**src/rtl/reg_file_wr_ctrl_pkg.sv**
```systemverilog
// Shared constants and the shadow-to-load-bus packing used by the register file write path.
// Entry 0 occupies the most significant slice of the bus.
package reg_file_wr_ctrl_pkg;

    localparam int unsigned DATA_W  = 16;
    localparam int unsigned N_ENTRY = 2;
    localparam int unsigned N_BYTE  = DATA_W / 8;
    localparam int unsigned BUS_W   = N_ENTRY * DATA_W;

    typedef logic [DATA_W-1:0] word_t;

    function automatic logic [BUS_W-1:0] pack_shadow(input word_t shadow [N_ENTRY]);
        logic [BUS_W-1:0] bus;
        bus = '0;
        for (int i = 0; i < N_ENTRY; i++) begin
            bus[(N_ENTRY-1-i)*DATA_W +: DATA_W] = shadow[i];
        end
        return bus;
    endfunction

endpackage

```
**src/rtl/reg_file_wr_ctrl_if.sv**
```systemverilog
// One requester's write channel: valid/ready handshake with address, data and byte enables.
// The requester drives the master modport; the controller takes the slave modport.
interface reg_file_wr_ctrl_if;
    import reg_file_wr_ctrl_pkg::*;

    logic              valid;
    logic              ready;
    logic              addr;
    word_t             data;
    logic [N_BYTE-1:0] be;

    modport master (output valid, output addr, output data, output be, input ready);
    modport slave  (input valid, input addr, input data, input be, output ready);

endinterface

```
**src/rtl/reg_file_be_merge.sv**
```systemverilog
// Byte-lane merge: lanes with their enable set take the new data, the rest keep the old word.
module reg_file_be_merge
    import reg_file_wr_ctrl_pkg::*;
(
    input  word_t             old_i,
    input  word_t             new_i,
    input  logic [N_BYTE-1:0] be_i,
    output word_t             merged_o
);

    always_comb begin
        merged_o = old_i;
        for (int b = 0; b < N_BYTE; b++) begin
            if (be_i[b]) begin
                merged_o[b*8 +: 8] = new_i[b*8 +: 8];
            end
        end
    end

endmodule

```
**src/rtl/reg_file_wr_ctrl.sv**
```systemverilog
// Two-requester write controller for the 2x16 register file: arbitrates writes, keeps a
// shadow copy and drives the file's full-overwrite load bus from registered state.
module reg_file_wr_ctrl
    import reg_file_wr_ctrl_pkg::*;
#(
    parameter int unsigned CNT_W = 8
) (
    input  logic                  clock,
    input  logic                  reset,
    reg_file_wr_ctrl_if.slave     req0,
    reg_file_wr_ctrl_if.slave     req1,
    output logic [BUS_W-1:0]      r_in,
    output logic [CNT_W-1:0]      coll_cnt
);

    word_t             shadow_q [N_ENTRY];
    word_t             shadow_d [N_ENTRY];
    logic [BUS_W-1:0]  r_in_q, r_in_d;
    logic              rr_ptr_q, rr_ptr_d;
    logic [CNT_W-1:0]  coll_cnt_q, coll_cnt_d;

    logic  collide;
    logic  gnt0, gnt1;
    word_t merged0, merged1;

    reg_file_be_merge u_merge0 (
        .old_i    (shadow_q[req0.addr]),
        .new_i    (req0.data),
        .be_i     (req0.be),
        .merged_o (merged0)
    );

    reg_file_be_merge u_merge1 (
        .old_i    (shadow_q[req1.addr]),
        .new_i    (req1.data),
        .be_i     (req1.be),
        .merged_o (merged1)
    );

    always_comb begin
        collide = req0.valid && req1.valid && (req0.addr == req1.addr);
        // On a collision only the requester rr_ptr points at is granted.
        gnt0 = !reset && req0.valid && (!collide || !rr_ptr_q);
        gnt1 = !reset && req1.valid && (!collide || rr_ptr_q);

        shadow_d = shadow_q;
        if (gnt0) shadow_d[req0.addr] = merged0;
        if (gnt1) shadow_d[req1.addr] = merged1;

        rr_ptr_d   = rr_ptr_q;
        coll_cnt_d = coll_cnt_q;
        if (collide) begin
            rr_ptr_d = ~rr_ptr_q;
            if (coll_cnt_q != '1) coll_cnt_d = coll_cnt_q + 1'b1;
        end

        r_in_d = pack_shadow(shadow_d);
    end

    always_ff @(posedge clock) begin
        if (reset) begin
            for (int i = 0; i < N_ENTRY; i++) shadow_q[i] <= '0;
            r_in_q     <= '0;
            rr_ptr_q   <= 1'b0;
            coll_cnt_q <= '0;
        end else begin
            shadow_q   <= shadow_d;
            r_in_q     <= r_in_d;
            rr_ptr_q   <= rr_ptr_d;
            coll_cnt_q <= coll_cnt_d;
        end
    end

    assign req0.ready = gnt0;
    assign req1.ready = gnt1;
    assign r_in       = r_in_q;
    assign coll_cnt   = coll_cnt_q;

endmodule

```
**src/flat_wrapper.sv**
```systemverilog
// flat-port wrapper written by rule: the top's interface ports become plain ports
module reg_file_wr_ctrl_flat import reg_file_wr_ctrl_pkg::*;
#(
    parameter int unsigned CNT_W = 8
)
  (clock, reset, r_in, coll_cnt, req0_valid, req0_addr, req0_data, req0_be, req0_ready, req1_valid, req1_addr, req1_data, req1_be, req1_ready);
  reg_file_wr_ctrl_if req0_i ();
  reg_file_wr_ctrl_if req1_i ();
  input  logic clock;
  input  logic reset;
  output logic [BUS_W-1:0] r_in;
  output logic [CNT_W-1:0] coll_cnt;
  input wire logic [$bits(req0_i.valid)-1:0] req0_valid;
  input wire logic [$bits(req0_i.addr)-1:0] req0_addr;
  input wire logic [$bits(req0_i.data)-1:0] req0_data;
  input wire logic [$bits(req0_i.be)-1:0] req0_be;
  output wire logic [$bits(req0_i.ready)-1:0] req0_ready;
  input wire logic [$bits(req1_i.valid)-1:0] req1_valid;
  input wire logic [$bits(req1_i.addr)-1:0] req1_addr;
  input wire logic [$bits(req1_i.data)-1:0] req1_data;
  input wire logic [$bits(req1_i.be)-1:0] req1_be;
  output wire logic [$bits(req1_i.ready)-1:0] req1_ready;
  assign req0_i.valid = req0_valid;
  assign req0_i.addr = req0_addr;
  assign req0_i.data = req0_data;
  assign req0_i.be = req0_be;
  assign req0_ready = req0_i.ready;
  assign req1_i.valid = req1_valid;
  assign req1_i.addr = req1_addr;
  assign req1_i.data = req1_data;
  assign req1_i.be = req1_be;
  assign req1_ready = req1_i.ready;
  reg_file_wr_ctrl #(.CNT_W(CNT_W)) u_core (.clock(clock), .reset(reset), .req0(req0_i), .req1(req1_i), .r_in(r_in), .coll_cnt(coll_cnt));
endmodule
```
**config.mk**
```make
export PLATFORM = sky130hd
export DESIGN_NAME = reg_file_wr_ctrl_flat
export DESIGN_NICKNAME = d
export VERILOG_FILES = /design/src/rtl/reg_file_wr_ctrl_pkg.sv /design/src/rtl/reg_file_wr_ctrl_if.sv /design/src/rtl/reg_file_be_merge.sv /design/src/rtl/reg_file_wr_ctrl.sv /design/src/flat_wrapper.sv
export SDC_FILE = /design/constraint.sdc
export NUM_CORES = 1
export LEC_CHECK = 0
export CORE_MARGIN = 2
export CORE_UTILIZATION = 40
export CTS_BUF_LIST = sky130_fd_sc_hd__clkbuf_2
export CTS_CLUSTER_SIZE = 25
export DETAILED_ROUTE_END_ITERATION = 6
export GPL_ROUTABILITY_DRIVEN = 0
export PLACE_DENSITY = 0.73
export SLEW_MARGIN = 20
export SYNTH_ARGS = -nofsm -noshare
export SYNTH_HDL_FRONTEND = slang
export SYNTH_SLANG_ARGS = --single-unit
```
**constraint.sdc**
```tcl
create_clock -name clock -period 1.4 [get_ports clock]
set_clock_uncertainty 0.15 [all_clocks]
set_input_delay 0.14 -clock clock [delete_from_list [all_inputs] [get_ports clock]]
set_output_delay 0.14 -clock clock [all_outputs]
set_load 0.01 [all_outputs]
```
==> key figures <==
Setup path
  • CP peak stage delay: 400 ps
  • R2r startpoint: u_core.rr_ptr_q
  • Cell mode on critical path: buf_6
  • Arrival time worst endpoint: 1780 ps
  • Number of cells on the worst reg-to-reg path: 6
  • CP max FO: 8
  • Family with the most delay on the worst path: buffers and inverters
  • Worst setup path category: register to register
  • Cell chain of the critical path: buf_6 -> buf_6 -> a311oi_4 -> buf_6 -> a22oi_2 -> nand2_1
  • CP endpoint kind: register
  • CP max-delay cell: dfxtp_4
  • Buffers & Inverters on Critical Path: 3
  • R2r setup slk: -180 ps
  • Worst path depth: 6
  • Crit path required time: 1600 ps
  • CP Launch Type: register
  • FF-to-FF End: u_core.shadow_q[20]

Hold path
  • Worst hold path type: input port to register
  • Hold_sp: reset
  • Hold endpoint: u_core.coll_cnt[3]
  • Hold Path Cell Cnt: 4

Timing
  • Headroom to the max-slew limit: 68.7%
  • Unrepaired setup endpoints after global routing: true
  • Final setup vio count: 40
  • Final Max Slew Viols: 0
  • Min Tclk post-route: 1580 ps
  • Setup TNS: -4460 ps
  • Slew @ Worst Pin: 465 ps
  • Fmax: 632 MHz
  • Period utilisation layout: 113%
  • Post-route setup slack: -182 ps
  • Hold Vio Cnt, Final: 0

CTS
  • CTS Root Cell: clkbuf_2
  • Hold-fix buffers, CTS: 0
  • Cts bufs inserted: 5
  • Clock insertion delay at the later pin of the skew report: 400 ps
  • Clock buffer depth: 2
  • Clock sink count: 41
  • TritonCTS clock tree: yes
  • H-tree depth: 2
  • Reg clk slew, reported paths: 220 ps

Global route
  • Initial antenna violation count: 0
  • Vias in the first global route: 2902
  • Overall Global Routing Usage: 27.2%
  • Remaining Overflow, GRT: 0
  • Largest net degree at the start of global routing: 17
  • Global-route wire length before repair: 13800 um

Floorplanning
  • Initial Util: 40.9%
  • Io pins: 84
  • Die Height: 81.1 um
  • Die area: 6580 um2
  • Core ar.: 5820 um2
  • Die Wd: 81.1 um
  • Std-Cell Rows: 28

Run
  • Max-cap viol count: 0

Synth
  • Cell variety after synth: 30
  • Dominant cell type by area after synthesis: dfxtp_1
  • Seq cells post-synth: 41
  • Cell count after synthesis: 304
  • Mapped Area: 2380 um2
  • Top-area cell type share of the netlist area: 34.5%
  • Syn_area_per_cell: 7.82 um2
  • Mapped Nets: 347
  • Yosys Warn Count: 0
  • Seq/Total Area, Yosys: 34.5%
  • Synth area leaders: dfxtp_1 35%, nand2_1 16%, mux2i_1 14%, a22oi_1 10%, o21ai_0 6.7%

Layout
  • Area added between synthesis and finish: 83.3%
  • Commonest non-fill, non-tap cells in the layout: 98 x nand2_1, 59 x buf_4, 38 x dfxtp_2, 37 x clkdlybuf4s50_1, 33 x mux2i_1
  • Commonest non-fill, non-tap cell in the layout: nand2_1
  • Layout Nets: 503
  • Number of diodes: 0
  • Post-route non-filler standard cell count: 536
  • Share of layout cells above drive strength 1: 43.6%

Drt
  • Metal2 WL: 4500 um
  • Remaining antenna violation count: 0
  • Met1 wire length: 3640 um
  • 1st-pass router iterations: 4
  • DR DRC count: 0
  • Vias per inst: 5.48
  • Routed wire per std cell: 16.5 um
  • Routed Wire Length: 8850 um
  • DR iter-0 viols: 144
  • Routed vias: 2939
  • Met3 Routed Length: 554 um
  • Max layer used: met4

Run status
  • Failing checks: negative setup slack
  • Status: finished, violations left

Place
  • IO Port Bufs: 83
  • Placed Instances: 481
  • DP Wirelength: 5130 um

Power
  • Pwr dens: 663 nW/um2
  • Worst ir drop on vdd: 541 uV
  • Total power draw: 0.00289 W
  • Leakage: 1.98 nW
[power by group]
part           total (W)  internal [W]  switching [W]
combinational   0.000903      0.000469       0.000435
sequential       0.00128       0.00124      0.0000409
clock           0.000709      0.000295       0.000414
[metrics by stage]
stage | util [%] | cell area [um2] | setup slack (ps) | hold slack (ps)
2_1_floorplan | - | 2410 | -53.3 | 176
3_3_place_gp | 61.7 | 3590 | -809 | 306
3_5_place_dp | 61.8 | 3600 | -706 | 311
4_1_cts | 72.8 | 4230 | -168 | 136
5_1_grt | 74.9 | 4360 | -236 | 135
6_report | 74.9 | 4360 | -182 | 171
[tightest hold or removal path: stages]
cell and delay, ps:
dlygate4sd2_1 230, buf_6 110, buf_4 190, a21oi_1 50
[cell usage after synthesis]
library cell,count
a211oi_1,1
a211oi_2,3
a21o_1,2
a21oi_1,7
a221oi_2,2
a22oi_1,32
a311oi_1,1
a311oi_2,2
a31oi_1,2
and3_1,2
and4_1,1
and4b_1,2
buf_1,4
buf_2,4
buf_4,4
clkbuf_1,4
dfxtp_1,41
ha_1,1
inv_1,4
mux2i_1,33
nand2_1,100
nand2b_1,2
nand3_1,4
nor2_1,4
nor2b_1,2
nor3_1,2
nor3_2,2
o21ai_0,32
xnor2_1,3
xor2_1,1
[worst max-delay path by stage]
stage                                  start             endpoint
after floorplan           u_core.coll_cnt[6]   u_core.coll_cnt[1]
after global placement                 reset  u_core.shadow_q[26]
after detailed placement           req1_addr   u_core.coll_cnt[5]
after CTS                 u_core.coll_cnt[0]   u_core.coll_cnt[1]
after global routing         u_core.rr_ptr_q  u_core.shadow_q[19]
final                        u_core.rr_ptr_q  u_core.shadow_q[20]
[cell families after synthesis]
family	count (synthesis)	share of synthesized area, %
fa+ha+maj	1	0.526
compound gates	84	24.3
mux	33	13.9
xor+xnor	4	1.47
flops	41	34.5
simple gates	121	21.3
buf+inv	20	4.00
[what timing repair did]
action | in CTS | in global routing
endpoints found under the setup margin | 83 | 70
gates resized for setup | 146 | 65
buffers inserted | 40 | 6
cloned | 3 | 0
pin swaps | 39 | 33
[layer usage]
layer / GRT usage [%] / vias up
met4: 9.15 / 0
met1: 32.8 / 1386
met3: 4.44 / 16
li1: - / 1404
met5: 0 / -
met2: 48.9 / 133
[area by class of cell]
class,instances,area (um2)
well taps,75,93.8
multi-input cells,243,1730
clock buffers,5,25.0
flip-flops and latches,41,880
inverters,4,15.0
clock inverters,3,41.3
repair buffers,165,1570
fillers,469,1460
[flip-flops by register name, summed over array words and instances, names as in the netlist]
signal / cells
u_core.r_in: 2
u_core.coll_cnt: 8
u_core.shadow_q: 30
u_core.rr_ptr_q: 1
(Power assumes the default switching activity.)
